==> src/rtl/demux_rr_scheduler.sv <==
// Round-robin sequencing controller for a 1xN demultiplexer.
//
// Accepts a 1-bit stream over a valid/ready handshake and steers each beat to
// one of N channels. The channel is picked round-robin among channels whose
// ready is high. An optional burst lock keeps BURST consecutive beats on one
// channel.
//
// Ports:
//   clk, rst_n  clock (rising edge) and asynchronous active-low reset
//   enable      scheduler enable; 0 parks the FSM in IDLE
//   in_valid    source has a beat on in_data
//   in_data     data bit to distribute
//   ch_ready    per-channel ready
//   in_ready    combinational accept indication
//   sel         registered index of the last granted channel
//   y           registered demux output, in_data placed at bit sel
//   y_valid     registered one-hot strobe of the channel written last cycle
//   state       FSM state: 00 IDLE, 01 RUN, 10 LOCK
module demux_rr_scheduler #(
  parameter int unsigned N     = 8,
  parameter int unsigned BURST = 1,
  localparam int unsigned W    = (N > 1) ? $clog2(N) : 1
) (
  input  logic         clk,
  input  logic         rst_n,
  input  logic         enable,
  input  logic         in_valid,
  input  logic         in_data,
  input  logic [N-1:0] ch_ready,
  output logic         in_ready,
  output logic [W-1:0] sel,
  output logic [N-1:0] y,
  output logic [N-1:0] y_valid,
  output logic [1:0]   state
);

  localparam int unsigned CW = $clog2(BURST + 1);
  localparam logic [CW-1:0] BurstLast = CW'(BURST - 1);

  typedef enum logic [1:0] {
    StIdle = 2'b00,
    StRun  = 2'b01,
    StLock = 2'b10
  } state_e;

  state_e         state_q;
  logic [W-1:0]   ptr_q;
  logic [CW-1:0]  beat_cnt_q;

  logic [W-1:0]   grant;
  logic           found;
  logic [N-1:0]   grant_oh;
  logic [W-1:0]   ptr_wrap;
  logic           burst_done;
  logic           xfer;

  // Grant search. The scan index wraps at N, not at 2^W, so non-power-of-two
  // channel counts never look at nonexistent channels.
  always_comb begin
    int unsigned idx;
    idx   = 0;
    grant = ptr_q;
    found = 1'b0;
    if (state_q == StLock) begin
      found = ch_ready[ptr_q];
    end else if (state_q == StRun) begin
      for (int unsigned k = 0; k < N; k++) begin
        idx = k + 32'(ptr_q);
        if (idx >= N) idx = idx - N;
        if (!found && ch_ready[W'(idx)]) begin
          found = 1'b1;
          grant = W'(idx);
        end
      end
    end
  end

  assign in_ready   = enable & found;
  assign xfer       = in_valid & in_ready;
  assign grant_oh   = {{(N-1){1'b0}}, 1'b1} << grant;
  assign ptr_wrap   = (grant == W'(N - 1)) ? '0 : grant + W'(1);
  assign burst_done = (beat_cnt_q == BurstLast);
  assign state      = state_q;

  always_ff @(posedge clk or negedge rst_n) begin
    if (!rst_n) begin
      state_q    <= StIdle;
      ptr_q      <= '0;
      beat_cnt_q <= '0;
      sel        <= '0;
      y          <= '0;
      y_valid    <= '0;
    end else begin
      // Strobes are single-cycle; only a transfer re-arms them.
      y       <= '0;
      y_valid <= '0;
      case (state_q)
        StIdle: begin
          if (enable) state_q <= StRun;
        end
        default: begin
          if (!enable) begin
            // Abandon any partial burst; the pointer is kept so service
            // resumes where it left off.
            state_q    <= StIdle;
            beat_cnt_q <= '0;
          end else if (xfer) begin
            sel     <= grant;
            y_valid <= grant_oh;
            y       <= in_data ? grant_oh : '0;
            if (burst_done) begin
              ptr_q      <= ptr_wrap;
              beat_cnt_q <= '0;
              state_q    <= StRun;
            end else begin
              ptr_q      <= grant;
              beat_cnt_q <= beat_cnt_q + CW'(1);
              state_q    <= StLock;
            end
          end
        end
      endcase
    end
  end

endmodule

==> config.mk <==
export PLATFORM = sky130hd
export DESIGN_NAME = demux_rr_scheduler
export DESIGN_NICKNAME = d
export VERILOG_FILES = /design/src/rtl/demux_rr_scheduler.sv
export SDC_FILE = /design/constraint.sdc
export NUM_CORES = 1
export LEC_CHECK = 0
export CAP_MARGIN = 40
export CORE_MARGIN = 3
export CORE_UTILIZATION = 35
export CTS_CLUSTER_DIAMETER = 120
export DETAILED_ROUTE_END_ITERATION = 16
export PLACE_DENSITY = 0.59
export SYNTH_ARGS = -nofsm -noshare
export SYNTH_HDL_FRONTEND = slang
export SYNTH_SLANG_ARGS = --single-unit
export TNS_END_PERCENT = 20
==> constraint.sdc <==
create_clock -name clk -period 3.76 [get_ports clk]
set_input_delay 0.752 -clock clk [delete_from_list [all_inputs] [get_ports clk]]
set_output_delay 0.752 -clock clk [all_outputs]
set_load 0.01 [all_outputs]
Word level (Yosys, flattened, before mapping). Cells that the tools add are included.

Word-level logic and storage cells: 161. Flip-flop bits (word level): 25. Output and inout port bits: 22.

Bitwise logic cells: 3. Equality and inequality tests: 6. Shifts and indexed selects: 1. Reduce and logical (&&, ||, !) cells: 18. Add/sub/neg operators: 17. Muxes and demuxes: 93. Order comparisons: 17.

Operators by type and width (number): $mux W3 (36); $mux W8 (7); $lt A3 B4 Y1 const B (9); $mux W1 (36); $ge A4 B4 Y1 const B (7); $bmux W1 S3 (9); $sub A3 B1 Y3 const B (8); $add A3 B3 Y4 const A (4); $mux W2 (5); $add A2 B3 Y4 const A (2); $shl A1 B3 Y8 const A (1); $logic_and A1 B1 Y1 (7); $logic_not A1 Y1 (7); $add A1 B3 Y4 const A (1); $ge A3 B4 Y1 const B (1); $reduce_and A2 Y1 (2); $add A3 B1 Y3 const B (1); $eq A3 B3 Y1 const B (1); $ne A3 B1 Y1 const B (1); $reduce_and A3 Y1 (1); $and A1 B1 Y1 (2); $eq A2 B1 Y1 const B (1); $eq A2 B2 Y1 const B (1); $logic_not A2 Y1 (1); 4 further kinds (4).

Logic depth before layout (Yosys ltp).
Word-level depth: 49. Depth in mapped cells: 15. Gate-level depth less buffers: 12.

Least setup slack after synthesis. OpenSTA, ideal clock, no wires.

Kind: register to register. Start: register ptr_q[0]. End: register ptr_q[2]. Data required time: 3635 ps. Path slack: 18 ps. Arrival: 3618 ps. Cell stages (with the launch flop): 15. Path through: dfrtp_1 > buf_6 > inv_2 > ha_1 > buf_6 > mux2_1 > mux4_1 > o22ai_4 > nand2_1 > o311ai_2 > nand2_1 > xnor2_1 > ha_1 > ha_1 > mux2_2.

Cells in the longest elaborated chain, start to end: 47. Elaborated cells between the ends (all ways): 120.

RTL lines: start: declaration (line 47) `logic [W-1:0] ptr_q;`; start signal: assignment (line 112) `ptr_q <= ptr_wrap;`; start signal: assignment (line 116) `ptr_q <= grant;`; $ge A3 B4 Y1 or $sub A3 B1 Y3 (tied branches) (line 69) `if (idx >= N) idx = idx - N;`; $mux W3 (line 69); $mux W3 (line 66) `end else if (state_q == StRun) begin`; $mux W3 (line 64) `if (state_q == StLock) begin`; $bmux W1 S3 (line 70) `if (!found && ch_ready[W'(idx)]) begin`; $mux W1 (implied by the code) (line 70); $mux W1 (line 70); $mux W1 (line 66); [33 not listed]; $mux W3 (line 70); $mux W3 (line 66); $mux W3 * (line 64); net grant[0] (line 50) `logic [W-1:0] grant;`; $add A3 B1 Y3 or $eq A3 B3 Y1 (tied branches) (line 81) `assign ptr_wrap = (grant == W'(N - 1)) ? '0 : grant + W'(1);`; $mux W3 * (line 81); net ptr_wrap[2] (line 53) `logic [W-1:0] ptr_wrap;`; $mux W3 * (line 111) `if (burst_done) begin`.

The timed path passes the listed nets; every way through them passes the cells marked *. The select of a mux whose other input is x is not followed. A chain may end at the register's enable or synchronous reset.

Final worst setup path.
Start: input ch_ready[1]. End: register ptr_q[2].

Cells in the longest elaborated chain, start to end: 43. Elaborated cells between the ends (all ways): 73.

RTL lines: start: declaration (line 29) `input logic [N-1:0] ch_ready,`; $bmux W1 S3 (line 70); $mux W1 (implied by the code) (line 70); $mux W1 (line 70); $mux W1 (line 66); $mux W1 (line 64); $logic_not A1 Y1 (line 70); $logic_and A1 B1 Y1 (line 70); $mux W1 (line 70); [29 not listed]; $mux W3 * (line 70); $mux W3 * (line 66); $mux W3 * (line 64); net grant[1] (line 50); $add A3 B1 Y3 or $eq A3 B3 Y1 (tied branches) (line 81); $mux W3 * (line 81); net ptr_wrap[2] (line 53); $mux W3 * (line 111).

Marked as above.

==> metrics.txt <==
outcome=complete, no violations; Top delay family on crit path=multiplexers; Congestion Overflow GR=0; Core Footprint=between 5000 and 6000 sq um; Worst setup EP type=flop; RSZ-0062 raised after global routing=false; Syn-to-layout area delta=38.8%; Die W=82.2 um; VDD IR-drop max=between 0.4 and 0.5 mV; initial DRC count=about 60; final setup vio count=0; Pwr Density=~980 nW/um^2; Starting Density=36.5%; slowest cell on the critical path=mux4_2; worst rel slew slack=66.1%; most common cell after layout, fill and taps aside=buf_4; busiest grt layer=met2; met2 usage=roughly 30%; CTS Buf Count=3; number of synthesized flops with an enable pin=0; most frequent cells in the layout=44 x buf_4, 26 x clkdlybuf4s50_1, 23 x dfrtp_1; Worst Path Max Fanout=6; Synth top area share=about 28%; WP buf/inv=1; synthesized cell area=2030 sq um; CP startpoint kind=input pin; CTS clk-pin slew, worst paths=0.07 ns; r2r worst-path depth=12; Longest Clk Path Bufs=2; Seq/Total Area, Yosys=between 20% and 30%; vias in the first global route=1679; HPWL Detailed=roughly 3800 um; slowest stage delay, CP=approximately 0.52 ns; worst r2r src=ptr_q[0]; vias per inst=5.37; first-pass GRT wire length=around 7900 um; pre-CTS WS=-0.234 ns; Final Hold Fails=0; Slew @ Worst Pin=between 0.5 and 0.6 ns; Arrival @ worst endpoint=3.82 ns; n_diodes=0; routed len/inst=14.8 um; clock root buffer master=clkbuf_8; met3 Resource Use GR=less than 1%; die area=a little under 7000 sq um; Inst Count DP=around 330; max frequency=0.272 GHz; syn_nets=approximately 210; final hold slack=slightly above 0.5 ns; Placer Congestion=just under 0.9; clock sink count=23; total power=around 2.8 mW; ratio of cells with drive above 1 in the final layout=a little over a third; count of nets after finishing=between 200 and 300; die height=82.2 um; Reg-to-Reg End=ptr_q[2]; Design Area, Final=between 2000 and 3000 sq um; Synth Flop Type=dfrtp_1; Fillers=509; setup total negative slack=0 ns; Worst R2R Setup Slack=around 0.24 ns; Core Util, Final=approximately half; Synth cell types=57; Non-Filler Instances=between 300 and 400; Ys Warns=0; routed via count=around 1800; Max Cap Violations=0; Worst Clk Skew=approximately 0.0035 ns; CP startpoint=ch_ready[1]; area leader, netlist=dfrtp_1; Mean Syn Cell Area=10.6 sq um; post-synthesis register bit count=23; Clk Latency, worst-skew pair=approximately 0.25 ns; GRT Total Usage=between 15 and 20%; placed cell area=about 2700 sq um; I/O pin total=35; CTS tree=done; depth of the worst hold-timing path=1; worst setup path class=in -> reg; initial antenna violation count=0; Hold Path Class=reg -> reg; ranking of synthesized cells by area=dfrtp_1 28%, mux4_2 10%, mux4_1 5.2%; Tmin final=roughly 3.7 ns; # DRC=0; H-tree depth=1; crit-path cells=clkdlybuf4s50_1, mux2_4, mux4_2, a32o_1, a22o_1, a21oi_1, o32a_1, o22ai_2, ha_2, ha_1, mux2_2; Global Route met1 Usage=between 10% and 20%; first-pass detailed-route iteration total=4; leakage=roughly 1.3 nW; max-slew violation count=0; row cnt=27; Crit path depth=11; largest net degree at the start of global routing=25; Post-synth ARST share=100%; crit path to=ptr_q[2]; Final WS setup=a little under 0.09 ns; Tcrit/Tclk final=a little under 100%; DRT Wirelength=between 4000 and 5000 um; synthesized netlist cell count=~190; Worst EP required=around 4 ns; input/output buffers=33; DRT antenna net count=0
-- routing by layer --
layer | share of wire [%] | wire length [um] | up-vias
li1 | - | - | 867
met1 | 44 | 2140 | 868
met2 | 53 | 2620 | 41
met3 | 2.7 | 133 | 2
met4 | 0.24 | 12 | 0
met5 | 0 | 0 | -
-- cells by family after synthesis --
kind of cell,share of synthesized area [%]
and+or+nand+nor,15.6
adders and majority gates,4.31
buffers and inverters,5.67
xor gates and xnor gates,2.59
AOI/OAI and AO/OA,16.3
muxes,27.0
DFF,28.3
other,0.185
-- synth_stat cells (3+ instances only) --
master and count:
dfrtp_1 23, nand2_1 16, nor2_1 12, mux2_2 9
mux4_2 9, mux2i_1 8, clkbuf_1 7, ha_1 7
nand3_1 7, and3_1 6, xnor2_1 6, inv_1 5
buf_6 4, mux4_1 4, nor2b_1 4, a21boi_0 3
a21oi_1 3, and4_1 3, o22ai_1 3, o31ai_1 3
-- registers in the layout, indices dropped and copies added (netlist names) --
signal   count
sel          3
ptr_q        3
y_valid      8
y            8
state        1
-- power breakdown --
part	switching (mW)	internal, mW
clock network	0.0681	0.0753
logic	1.06	1.22
registers	0.0449	0.292
total	1.18	1.59
-- worst min path at each step --
stage                 from        to  slack [ns]
floorplan            rst_n  ptr_q[0]        0.46
global placement    sel[0]    sel[0]        0.50
detailed placement  sel[0]    sel[0]        0.50
CTS                 sel[0]    sel[0]        0.52
global route        sel[0]    sel[0]        0.57
finish              sel[0]    sel[0]        0.51
-- area by class of cell --
cell class	count	area, sq um	share of cell area (%)
multi-input combinational	147	1380	49.0
sequential	23	576	20.4
timing repair buffer	78	702	24.9
clock buffer	4	45.0	1.60
tap	72	90.1	3.19
inverter	7	26.3	0.932
-- what timing repair did --
action,CTS,global route
resized for setup,5,17
buffers inserted,1,0
endpoints found under the setup margin,1,12
endpoints found under the hold margin,0,0
pin swaps,0,3
hold buffers,0,0
Power figures use the tool's default switching activity.
